--- src/rtl/commit_ctrl_pkg.sv ---
// commit_ctrl_pkg
//   Shared encodings for the in-order commit controller: the ROB head
//   instruction kinds and the controller states.
package commit_ctrl_pkg;

   // Instruction kind carried by the ROB head entry.
   typedef enum logic [1:0] {
      KIND_REG    = 2'd0,
      KIND_STORE  = 2'd1,
      KIND_BRANCH = 2'd2,
      KIND_HALT   = 2'd3
   } kind_e;

   // Commit controller states.
   typedef enum logic [1:0] {
      ST_RUN   = 2'd0,
      ST_FLUSH = 2'd1,
      ST_HALT  = 2'd2
   } state_e;

endpackage : commit_ctrl_pkg

--- src/rtl/commit_ctrl.sv ---
// commit_ctrl
//   In-order retirement controller sitting between the ROB head and the
//   register file write port. At most one head entry retires per cycle.
//   Register results go to the regfile, stores are released to the LSB,
//   and a mispredicted branch produces a one-cycle flush pulse plus a PC
//   redirect, followed by a quiet window of FLUSH_CYCLES cycles with no
//   commits. A halt entry parks the controller until reset.
//
// Ports
//   clk_in, rst_in                 clock, synchronous active-high reset
//   from_rob_head_*                ROB head entry (valid/ready/kind/ids/data/branch info)
//   from_lsb_store_ready           LSB can accept a store commit this cycle
//   to_rob_pop                     combinational: head retires this cycle
//   to_regfile_*                   registered regfile write (1-cycle after pop)
//   to_lsb_store_*                 registered store-commit pulse and ROB id
//   flush_output                   registered one-cycle pipeline flush pulse
//   to_ifetch_redirect_*           registered redirect, coincident with flush
//   halted                         sticky halt indication
//   commit_count                   retired-instruction counter (wraps)
module commit_ctrl
   import commit_ctrl_pkg::*;
#(
   parameter int ROB_WIDTH    = 4,
   parameter int FLUSH_CYCLES = 2
) (
   input  logic                 clk_in,
   input  logic                 rst_in,
   input  logic                 from_rob_head_valid,
   input  logic                 from_rob_head_ready,
   input  logic [1:0]           from_rob_head_kind,
   input  logic [ROB_WIDTH-1:0] from_rob_head_rob_id,
   input  logic [4:0]           from_rob_head_reg_id,
   input  logic [31:0]          from_rob_head_data,
   input  logic                 from_rob_head_mispredict,
   input  logic [31:0]          from_rob_head_target,
   input  logic                 from_lsb_store_ready,
   output logic                 to_rob_pop,
   output logic                 to_regfile_write_enabled,
   output logic [4:0]           to_regfile_reg_id,
   output logic [31:0]          to_regfile_data,
   output logic [ROB_WIDTH-1:0] to_regfile_rob_id,
   output logic                 to_lsb_store_commit,
   output logic [ROB_WIDTH-1:0] to_lsb_store_rob_id,
   output logic                 flush_output,
   output logic                 to_ifetch_redirect_valid,
   output logic [31:0]          to_ifetch_redirect_pc,
   output logic                 halted,
   output logic [31:0]          commit_count
);

   // Counter must be able to hold FLUSH_CYCLES itself (it counts down to 0).
   localparam int CNT_W = (FLUSH_CYCLES < 2) ? 1 : $clog2(FLUSH_CYCLES + 1);

   state_e           state;
   logic [CNT_W-1:0] flush_cnt;
   kind_e            head_kind;
   logic             commit;

   assign head_kind = kind_e'(from_rob_head_kind);

   // A store may only retire when the LSB can take it; every other kind
   // retires as soon as its result is ready. No retirement outside RUN.
   assign commit = (state == ST_RUN) && from_rob_head_valid && from_rob_head_ready &&
                   ((head_kind != KIND_STORE) || from_lsb_store_ready);

   assign to_rob_pop = commit;

   // NOTE: all state here uses non-blocking assignments so every register
   // samples the pre-edge values; blocking assignments would let later
   // statements see half-updated state and break the 1-cycle output timing.
   always_ff @(posedge clk_in) begin
      if (rst_in) begin
         state                    <= ST_RUN;
         flush_cnt                <= '0;
         to_regfile_write_enabled <= 1'b0;
         to_regfile_reg_id        <= '0;
         to_regfile_data          <= '0;
         to_regfile_rob_id        <= '0;
         to_lsb_store_commit      <= 1'b0;
         to_lsb_store_rob_id      <= '0;
         flush_output             <= 1'b0;
         to_ifetch_redirect_valid <= 1'b0;
         to_ifetch_redirect_pc    <= '0;
         halted                   <= 1'b0;
         commit_count             <= '0;
      end else begin
         // Strobes default low so each one is a single-cycle pulse; the
         // data fields beside them simply hold their last value.
         to_regfile_write_enabled <= 1'b0;
         to_lsb_store_commit      <= 1'b0;
         flush_output             <= 1'b0;
         to_ifetch_redirect_valid <= 1'b0;

         case (state)
            ST_RUN: begin
               if (commit) begin
                  commit_count <= commit_count + 32'd1;
                  case (head_kind)
                     KIND_REG: begin
                        // x0 is hardwired: retire the entry but suppress the write.
                        if (from_rob_head_reg_id != 5'd0) begin
                           to_regfile_write_enabled <= 1'b1;
                           to_regfile_reg_id        <= from_rob_head_reg_id;
                           to_regfile_data          <= from_rob_head_data;
                           to_regfile_rob_id        <= from_rob_head_rob_id;
                        end
                     end
                     KIND_STORE: begin
                        to_lsb_store_commit <= 1'b1;
                        to_lsb_store_rob_id <= from_rob_head_rob_id;
                     end
                     KIND_BRANCH: begin
                        if (from_rob_head_mispredict) begin
                           flush_output             <= 1'b1;
                           to_ifetch_redirect_valid <= 1'b1;
                           to_ifetch_redirect_pc    <= from_rob_head_target;
                           state                    <= ST_FLUSH;
                           flush_cnt                <= CNT_W'(FLUSH_CYCLES);
                        end
                     end
                     KIND_HALT: begin
                        state  <= ST_HALT;
                        halted <= 1'b1;
                     end
                     default: ;
                  endcase
               end
            end

            // The pulse cycle is spent here with the loaded count, then
            // FLUSH_CYCLES further quiet cycles before RUN resumes.
            ST_FLUSH: begin
               if (flush_cnt == '0) begin
                  state <= ST_RUN;
               end else begin
                  flush_cnt <= flush_cnt - CNT_W'(1);
               end
            end

            ST_HALT: ;  // absorbing until reset

            default: state <= ST_RUN;
         endcase
      end
   end

endmodule : commit_ctrl

--- config.mk ---
export PLATFORM = sky130hd
export DESIGN_NAME = commit_ctrl
export DESIGN_NICKNAME = d
export VERILOG_FILES = /design/src/rtl/commit_ctrl_pkg.sv /design/src/rtl/commit_ctrl.sv
export SDC_FILE = /design/constraint.sdc
export NUM_CORES = 1
export LEC_CHECK = 0
export CORE_MARGIN = 2
export CORE_UTILIZATION = 30
export DETAILED_ROUTE_END_ITERATION = 6
export GPL_TIMING_DRIVEN = 0
export PLACE_DENSITY = 0.61
export SETUP_SLACK_MARGIN = 0.4
export SLEW_MARGIN = 15
export SYNTH_ARGS = -nofsm -noshare
export SYNTH_HDL_FRONTEND = slang
export SYNTH_SLANG_ARGS = --single-unit
--- constraint.sdc ---
create_clock -name clk_in -period 5.6 [get_ports clk_in]
set_input_delay 1.12 -clock clk_in [delete_from_list [all_inputs] [get_ports clk_in]]
set_output_delay 1.12 -clock clk_in [all_outputs]
set_load 0.05 [all_outputs]
==> results of run 1 <==
## registers in the layout, summed over array words and instances (netlist names)
register                  flops
state                         2
to_regfile_reg_id             5
flush_cnt                     2
to_regfile_rob_id             4
to_lsb_store_commit           1
to_ifetch_redirect_valid      1
to_lsb_store_rob_id           4
to_ifetch_redirect_pc        32
to_regfile_write_enabled      1
to_regfile_data              32
halted                        1
commit_count                 32
## logic make-up (layout without fill, tap and decap cells)
family | count (synthesis) | in the layout | share of synthesized area (%)
AOI/OAI and AO/OA | 125 | 125 | 15.11
xor gates and xnor gates | 5 | 5 | 0.9567
adders and majority gates | 2 | 2 | 0.5465
buffers and inverters | 53 | 279 | 4.728
DFF | 117 | 117 | 51.16
muxes | 9 | 9 | 2.050
and+or+nand+nor | 249 | 249 | 25.44
## synth_stat cells
library cell  number  area [µm²]
and3_1             2       12.51
nand2_1          151       566.8
dfxtp_1          117        2342
nor2_1            21       78.83
nand4b_1           1       8.760
a221oi_1           1       8.760
and2_1             5       31.28
a31oi_1            2       12.51
nand4_1           15       93.84
or3_1              4       25.02
buf_6              1       11.26
or4_4              1       11.26
o21ai_0            5       25.02
or4_1             21       157.7
xnor2_1            3       26.28
a41oi_1            1       8.760
mux2_2             3       33.78
buf_2              4       20.02
buf_1              1       3.750
inv_1              9       33.78
nor2b_1            3       18.77
nor4bb_1           1       10.01
o31ai_1           18       135.1
or2_2              1       6.260
nor4_1             3       18.77
buf_4              1       7.510
clkbuf_2           1       5.000
a32oi_1            1       8.760
o211a_1            1       10.01
xor2_1             2       17.52
or3b_2             1       8.760
o211ai_1           1       7.510
mux2i_1            6       60.06
ha_1               2       25.02
nor3b_1            1       7.510
a21oi_1           95       475.5
nand3_1           11       55.05
nor3_1             2       10.01
and4_1             5       43.79
clkbuf_1          36       135.1
## layer usage
metal	global-route usage [%]	wire length, µm	vias to the layer above
met5	0	0	-
met2	31.93	7518	153
met4	8.274	415	0
li1	-	-	2375
met1	20.44	5988	2258
met3	6.700	1112	29
## worst max-delay path by stage
stage | startpoint | end | slack (ps)
floorplan | from_rob_head_kind[1] | to_rob_pop | 2150
global placement | from_rob_head_kind[0] | to_rob_pop | 1100
detailed placement | from_rob_head_kind[0] | to_rob_pop | 1070
CTS | from_rob_head_kind[0] | to_rob_pop | 1060
global route | from_rob_head_kind[0] | to_rob_pop | 910
finish | from_rob_head_kind[0] | to_rob_pop | 1090
## area by class of cell
class / instances / area (µm²) / area share, %
Buffer: 44 / 182.7 / 2.479
Tap cell: 188 / 235.2 / 3.192
Sequential cell: 117 / 2342 / 31.79
Clock inverter: 8 / 121.4 / 1.647
Timing Repair Buffer: 194 / 1942 / 26.35
Clock buffer: 24 / 491.7 / 6.673
Multi-Input combinational cell: 390 / 2019 / 27.41
Inverter: 9 / 33.78 / 0.4585
## critical path, delay by kind of cell
family        cells  cell delay [ps]
buf+inv           4             1620
simple gates      2              650
## through the flow
stage,hold slack (ps),power [mW],util [%],instances
floorplan,439.0,0.9456,-,560
global placement,441.3,1.039,44.94,942
detailed placement,448.8,1.042,44.94,942
CTS,455.2,2.164,49.01,974
global route,475.0,2.218,49.01,974
finish,452.0,2.140,49.01,974
## cells in the final DEF, fill, tap and decap left out, types with 2 or more instances in the layout
master,n
clkbuf_16,17
xor2_1,2
a21oi_1,95
clkdlybuf4s50_1,194
nor3_1,2
nand3_1,11
mux2_2,3
nand4_1,15
mux2i_1,6
nand2_1,151
bufinv_16,3
clkinv_2,3
o31ai_1,18
nor4_1,3
nor2b_1,3
and3_1,2
and2_1,5
dfxtp_1,117
clkbuf_1,39
o21ai_0,5
buf_2,4
or4_1,21
clkbuf_8,4
and4_1,5
xnor2_1,3
or3_1,4
nor2_1,21
a31oi_1,2
ha_1,2
inv_1,9
## power groups by stage
stage	Combinational (mW)	Sequential [mW]	Clock [mW]
final	0.172	0.852	1.12
after global routing	0.184	0.852	1.18
after CTS	0.173	0.851	1.14
after detailed placement	0.173	0.869	0
after global placement	0.171	0.868	0
after floorplan	0.0396	0.906	0
==> metrics, run 1 <==
Starting Density 30.45%; IO buf count 194; total gr overflow 0; setup ws final around 1100 ps; setup violators final 0; GP Congestion ~0.83; hold_sp to_regfile_reg_id[3]$_SDFFE_PP0P_; post-synthesis cell count between 500 and 600; Remaining DRCs 0; worst skew pair latency slightly above 400 ps; Tcrit/Tclk final about four fifths; core area ~15000 µm²; clk sinks 117; 1st-iter DRT viols ~270; Clock power frac a little over half; Slew headroom between 50% and 60%; Slew @ Worst Pin roughly 610 ps; FF-to-FF setup slack ~3400 ps; Crit. End Element output port; hold depth 2; Worst path max stage delay roughly 720 ps; Slowest cell on crit path clkdlybuf4s50_1; Post-CTS Hold Buffers 0; DR pass1 iterations 4; Synth cell types 40; Syn-to-layout area delta 60.95%; layout filler cell count 1441; Place WS ~1100 ps; clk_skew 7.302 ps; worst hold path class reg2reg; layout cells sized above 1 about 5.3%; Clock Pin Slew Worst Setup and Hold Paths around 50 ps; Warnings, synthesis 0; CTS tree done; Final HPWL DP around 11000 µm; first-pass GRT wire length roughly 24000 µm; Reg-to-Reg Start state[1]$_SDFFE_PP0P_; via count approximately 4800; Die X-Extent around 130 µm; power density cells between 200 and 300 nW/µm²; vias in the first global route 4912; fin area between 7000 and 8000 µm²; Startpoint Class primary input; number of synthesized register bits about 120; sequential share of the synthesized area about half; Final nets 856; final hold violations 0; Setup Fix Bufs, Post-CTS 0; Fmax achieved ~220 MHz; Final Critical Period 4510 ps; cell-internal power 1.670 mW; leakage power 2.453 nW; critical path class in2out; max-cap violations 0; Switching Fraction 21.96%; DRT Wirelength approximately 15000 µm; register share of total power between 30% and 40%; antenna violations before repair 0; num ports just under 200; Diodes inserted 0; unrepaired setup endpoints after global routing false; vias per cell between 4 and 5; peak supply drop 0.1862 mV; CP Max Fanout 7; Switch Pwr around 470 µW; Antenna Nets Post-Route 0; Die Ht 127.5 µm; Hold Path Sink to_regfile_reg_id[3]$_SDFFE_PP0P_; Mean Syn Cell Area 8.175 µm²; pin count of the biggest net entering global routing 17; die area 16270 µm²; R2R depth 6; Num CTS Buffers 17; Post-CTS Resized 0; syn_nets approximately 640; Crit path required time 4480 ps; Crit path arrival time around 3400 ps; drt wl/cell around 15 µm; Critical R2R Capture commit_count[24]$_SDFFE_PP0P_; crit-path cells clkdlybuf4s50_1 -> or3b_2 -> clkbuf_1 -> and2_1 -> clkbuf_1 -> clkdlybuf4s50_1; H-tree depth 4; DP Area around 6800 µm²; Cell Area, Synth between 4000 and 5000 µm²; CTS max path bufs 2; Tot GR Track Use around 19%; outcome complete, no violations; combinational power share approximately 8.0%; Pins Over Slew Limit 0; Cell Rows 45; setup TNS 0 ps; clock tree root driver cell clkbuf_16
Note: power is estimated with default switching activity, not from simulation.
==> run 2: changes to the inputs <==
==> constraint.sdc (replaced) <==
create_clock -name clk_in -period 4.4 [get_ports clk_in]
set_input_delay 0.88 -clock clk_in [delete_from_list [all_inputs] [get_ports clk_in]]
set_output_delay 0.88 -clock clk_in [all_outputs]
set_load 0.05 [all_outputs]
==> run 2 against run 1 <==
Net effect: sequential cell count did not move; final cell count stayed put; die area did not move; sequential power rose by 27%; clock power up 27%; non-clock buffer count unchanged; first-iteration DRC count unchanged; wire length barely moved; clock skew unchanged; total power grew 27%; via count is the same.
==> metrics, run 2 (synthesized netlist as in run 1, its figures left out) <==
hold_sp to_regfile_reg_id[3]$_SDFFE_PP0P_; Slew headroom 59.28% (unchanged); Die Ht 127.5 µm (unchanged); Setup Fix Bufs, Post-CTS 0 (unchanged); DP Area 6755 µm² (unchanged); GP Congestion 0.8330 (unchanged); Syn-to-layout area delta 60.92% (about the same); Startpoint Class primary input; worst hold path class reg2reg; Crit. End Element output port; Final nets 856 (unchanged); 1st-iter DRT viols 271 (unchanged); unrepaired setup endpoints after global routing false; Tcrit/Tclk final between 80% and 90%; Final Critical Period ~3700 ps; cell family with most CP delay buffers and inverters; CP Max Fanout 7 (unchanged); Cell Rows 45 (unchanged); Clock Pin Slew Worst Setup and Hold Paths 50 ps (about the same); Crit path required time 3520 ps (-960 ps); first-pass GRT wire length 23990 µm (unchanged); clock tree root driver cell clkbuf_16; Reg-to-Reg Start state[1]$_SDFFE_PP0P_; CTS tree done; post-layout util 49.01% (about the same); Fmax achieved about 270 MHz; Post-CTS Resized 1 (+1); worst skew pair latency 410 ps (about the same); met3 usage 6.700% (unchanged); Hold Path Sink to_regfile_reg_id[3]$_SDFFE_PP0P_; core area 15030 µm² (unchanged); antenna violations before repair 0 (unchanged); clk sinks 117 (unchanged); final hold violations 0 (unchanged); fin area 7367 µm² (about the same); GR met1 Demand/Resource 20.44% (unchanged); top flop regs commit_count (32), to_ifetch_redirect_pc (32), to_regfile_data (32); Pins Over Slew Limit 0 (unchanged); WHS 452.0 ps (unchanged); R2R depth 6 (unchanged); clk_skew 7.302 ps (unchanged); Slew @ Worst Pin 610.8 ps (unchanged); grt met2 use 31.93% (unchanged); setup TNS 0 ps (unchanged); outcome complete, no violations; commonest non-fill, non-tap cells in the layout 193 x clkdlybuf4s50_1, 151 x nand2_1, 117 x dfxtp_1; setup violators final 0 (unchanged); layout filler cell count 1441 (unchanged); Remaining DRCs 0 (unchanged); Crit path arrival time 2870 ps (-520 ps); peak supply drop 0.2370 mV (+27%); CP Depth 6 (unchanged); Antenna Nets Post-Route 0 (unchanged); vias per cell 4.944 (unchanged); DRT Wirelength 15040 µm (about the same); leakage power 2.456 nW (+0.14%); Diodes inserted 0 (unchanged); WP buf/inv 4 (unchanged); layout cells sized above 1 5.344% (unchanged); Post-CTS Hold Buffers 0 (unchanged); via count 4815 (unchanged); num ports 196 (unchanged); crit-path cells clkdlybuf4s50_1 -> or3b_2 -> clkbuf_1 -> and2_1 -> clkbuf_1 -> dlygate4sd2_1; Slowest cell on crit path clkdlybuf4s50_1; H-tree depth 4 (unchanged); CTS max path bufs 2 (unchanged); Final HPWL DP 11330 µm (unchanged); max-cap violations 0 (unchanged); power density cells 369.6 nW/µm² (+27%); crit-path most repeated cell clkbuf_1; Starting Density 30.45% (unchanged); leading cell type in the layout, fill and taps excluded clkdlybuf4s50_1; pin count of the biggest net entering global routing 17 (unchanged); FF-to-FF setup slack 2150 ps (-1200 ps); Die X-Extent 127.5 µm (unchanged); drt wl/cell 15.44 µm (about the same); Critical R2R Capture commit_count[24]$_SDFFE_PP0P_; GRT busiest layer met2; DR pass1 iterations 4 (unchanged); die area 16270 µm² (unchanged); Num CTS Buffers 17 (unchanged); hold depth 2 (unchanged); IO buf count 194 (unchanged); total gr overflow 0 (unchanged); Worst path max stage delay 580 ps (-140 ps); critical path class in2out; Tot GR Track Use 18.51% (unchanged); vias in the first global route 4912 (unchanged)
run 2: cell types whose count changed in the layout (fill, tap and decap cells not counted), sizes merged:
cell / before / now
dlygate4sd2: 0 / 1
clkdlybuf4s50: 194 / 193
run 2: per-stage QoR:
stage	setup WS [ps]	power [mW]	instances
4_1_cts	628.0	2.754	974
6_report	653.7	2.723	974
2_1_floorplan	1426	1.204	560
3_5_place_dp	349.5	1.326	942
3_3_place_gp	377.9	1.322	942
5_1_grt	478.3	2.823	974
run 2: final cells by class:
| type | count | area, µm² | share of cell area (%) |
|---|---|---|---|
| Buffer | 44 | 182.7 | 2.480 |
| Clock buffer | 24 | 491.7 | 6.675 |
| Clock inverter | 8 | 121.4 | 1.647 |
| Inverter | 9 | 33.78 | 0.4586 |
| Multi-Input combinational cell | 390 | 2019 | 27.41 |
| Sequential cell | 117 | 2342 | 31.79 |
| Tap cell | 188 | 235.2 | 3.193 |
| Timing Repair Buffer | 194 | 1941 | 26.34 |
run 2: worst max-delay path by stage:
stage	startpoint	slack, ps	endpoint
3_5_place_dp	from_rob_head_kind[0]	350	to_rob_pop
5_1_grt	from_rob_head_kind[0]	480	to_rob_pop
3_3_place_gp	from_rob_head_kind[0]	380	to_rob_pop
6_report	from_rob_head_kind[0]	650	to_rob_pop
4_1_cts	from_rob_head_kind[0]	630	to_rob_pop
2_1_floorplan	from_rob_head_kind[1]	1430	to_rob_pop
run 2: worst reg2reg max path, delay by kind of cell, from the launching register on:
kind / cells / cell delay, ps
AOI/OAI and AO/OA: 1 / 140
buffers and inverters: 2 / 610
DFF: 1 / 330
and+or+nand+nor: 3 / 1110
run 2: layer usage:
layer,wire length (µm),vias to the layer above
li1,-,2375
met1,5988,2258
met5,0,-
met2,7518,153
met4,415,0
met3,1112,29
run 2: power breakdown:
group / internal, mW / switching (mW) / total, mW
clock: 0.948 / 0.472 / 1.42
sequential: 1.08 / 0.00877 / 1.08
combinational: 0.102 / 0.117 / 0.219
==> run 3: changes to the inputs <==
--- a/config.mk
+++ b/config.mk
@@ -6,10 +6,10 @@
 export NUM_CORES = 1
 export LEC_CHECK = 0
 export CORE_MARGIN = 2
-export CORE_UTILIZATION = 30
+export CORE_UTILIZATION = 42
 export DETAILED_ROUTE_END_ITERATION = 6
 export GPL_TIMING_DRIVEN = 0
-export PLACE_DENSITY = 0.61
+export PLACE_DENSITY = 0.81
 export SETUP_SLACK_MARGIN = 0.4
 export SLEW_MARGIN = 15
 export SYNTH_ARGS = -nofsm -noshare
==> run 3 against run 2 <==
Net effect: wire length fell by 4.3%; largest cell class unchanged; sequential cell count did not move; critical endpoint unchanged; sequential share of layout area rose by 0.51 points; clock skew rose by 0.77 ps; critical path depth did not move; clock power fell by 11%; largest power group unchanged; critical path type unchanged; via count rose by 0.35%.
==> metrics, run 3 (synthesized netlist as in run 1, its figures left out) <==
commonest non-fill, non-tap cells in the layout 193 x clkdlybuf4s50_1, 151 x nand2_1, 117 x dfxtp_1; antenna violations before repair 0 (unchanged); setup ws final 648.7 ps (-5.062 ps); worst skew pair latency 510 ps (+100 ps); DRT Wirelength 14390 µm (-4.3%); via count 4832 (+0.35%); Antenna Nets Post-Route 0 (unchanged); 1st-iter DRT viols 243 (-10%); Tcrit/Tclk final 85.26% (+0.12 points); Startpoint Class primary input; peak supply drop 0.2001 mV (-16%); register share of total power 42.1% (+2.3 points); Die X-Extent 108.4 µm (-15%); Worst path max stage delay 580 ps (about the same); Crit. End Element output port; DP Area 6695 µm² (-0.89%); combinational power share 8.5% (+0.5 points); total gr overflow 0 (unchanged); clk sinks 117 (unchanged); drt wl/cell 15.54 µm (+0.66%); Num CTS Buffers 17 (unchanged); power density cells 355.2 nW/µm² (-3.9%); area of the multi-input gates 2019 µm² (unchanged); top flop regs commit_count (32), to_ifetch_redirect_pc (32), to_regfile_data (32); DR pass1 iterations 7 (+3); Diodes inserted 0 (unchanged); Syn-to-layout area delta 58.38%; Slowest cell on crit path clkdlybuf4s50_1; crit-path cells clkdlybuf4s50_1 -> or3b_2 -> clkbuf_1 -> and2_1 -> clkbuf_1 -> dlygate4sd2_1; cell-internal power 1.941 mW (-8.6%); H-tree depth 4 (unchanged); IO buf count 194 (unchanged); WHS 452.3 ps (+0.2260 ps); setup violators final 0 (unchanged); clk_skew 8.070 ps (+0.7681 ps); Tot GR Track Use 24.36% (+5.8 points); Clock Pin Slew Worst Setup and Hold Paths 60 ps (about the same); Switching Fraction 24.62% (+2.7 points); WP buf/inv 4 (unchanged); CTS max path bufs 2 (unchanged); Pins Over Slew Limit 0 (unchanged); GP Congestion 0.8299 (-0.37%); crit-path most repeated cell clkbuf_1; CP Max Fanout 7 (unchanged); post-layout util 67.48% (+18 points); unrepaired setup endpoints after global routing false; layout filler cell count 904 (-37%); Slew headroom 60.00% (+0.72 points); CTS tree done; Fmax achieved 266.6 MHz (-0.13%); Crit path arrival time 2870 ps (about the same); fin area 7251 µm² (-1.6%); outcome complete, no violations; vias in the first global route 4688 (-4.6%); non-filler cells in the finished layout 926 (-4.9%); setup TNS 0 ps (unchanged); leading cell type in the layout, fill and taps excluded clkdlybuf4s50_1; power after layout 2.575 mW (-5.4%); worst hold path class reg2reg; max-cap violations 0 (unchanged); placed cells 894 (-5.1%); num ports 196 (unchanged); Cell Rows 38 (-16%); critical path class in2out; Die Ht 108.4 µm (-15%); Final nets 856 (unchanged); core area 10750 µm² (-29%); Place WS 380.2 ps (+30.67 ps); vias per cell 5.218 (+5.6%); cell family with most CP delay buffers and inverters; Slew @ Worst Pin 600.0 ps (-10.76 ps); Clock power frac 49.4% (-2.8 points); first-pass GRT wire length 22610 µm (-5.8%); layout cells sized above 1 5.725% (+0.38 points); die area 11750 µm² (-28%); Final HPWL DP 10700 µm (-5.6%); Reg area 2342 µm² (unchanged); final hold violations 0 (unchanged); Crit path required time 3520 ps (about the same); leakage power 2.412 nW (-1.8%); Starting Density 42.61% (+12 points); Remaining DRCs 0 (unchanged); Switch Pwr 634.0 µW (+6.0%); clock tree root driver cell clkbuf_8; Final Critical Period 3751 ps (+5.062 ps); pin count of the biggest net entering global routing 17 (unchanged)
## run 3: cell types whose count changed in the layout (fill, tap and decap cells not counted), sizes merged
cell,delta
inv,+2
clkinv,+1
bufinv,-2
clkinvlp,+5
clkbuf,-6
## run 3: final cells by class
class	count	share of cell area, %
buffer	44	2.519
clock buffer	18	5.902
clock inverter	14	1.777
inverter	9	0.4659
multi-input combinational	390	27.85
sequential	117	32.30
tap	140	2.416
timing repair buffer	194	26.76
## run 3: power by group through the flow
stage,Combinational (mW),Clock [mW],Sequential [mW]
finish,0.219,1.27,1.08
global route,0.232,1.34,1.08
CTS,0.219,1.29,1.08
detailed placement,0.219,0,1.11
global placement,0.215,0,1.11
floorplan,0.0504,0,1.15
## run 3: worst register-to-register path, delay by kind of cell, from the launching register on
kind                   cells  cell delay, ps
and+or+nand+nor            3            1080
buffers and inverters      2             600
DFF                        1             340
AOI/OAI and AO/OA          1             150
## run 3: path summary, 6_finish.rpt
path,start,end,slack [ps],cells past startpoint
max,from_rob_head_kind[0],to_rob_pop,650,6
max reg2reg,state[1]$_SDFFE_PP0P_,commit_count[24]$_SDFFE_PP0P_,2170,6
min,to_ifetch_redirect_pc[29]$_SDFFE_PP0P_,to_ifetch_redirect_pc[29]$_SDFFE_PP0P_,450,2
min reg2reg,to_ifetch_redirect_pc[29]$_SDFFE_PP0P_,to_ifetch_redirect_pc[29]$_SDFFE_PP0P_,450,2
## run 3: timing repair
| item | in CTS | in global routing |
|---|---|---|
| gates resized for setup | 1 | 0 |
| buffers inserted | 0 | 0 |
| endpoints found under the setup margin | 1 | 0 |
| hold buffers | 0 | 0 |
## run 3: layer usage
metal | part of all wire (%) | GRT usage, % | vias up
met3 | 7.4 | 7.535 | 24
met2 | 51 | 42.23 | 177
met1 | 39 | 27.89 | 2269
li1 | - | - | 2362
met5 | 0 | 0 | -
met4 | 2.0 | 9.615 | 0
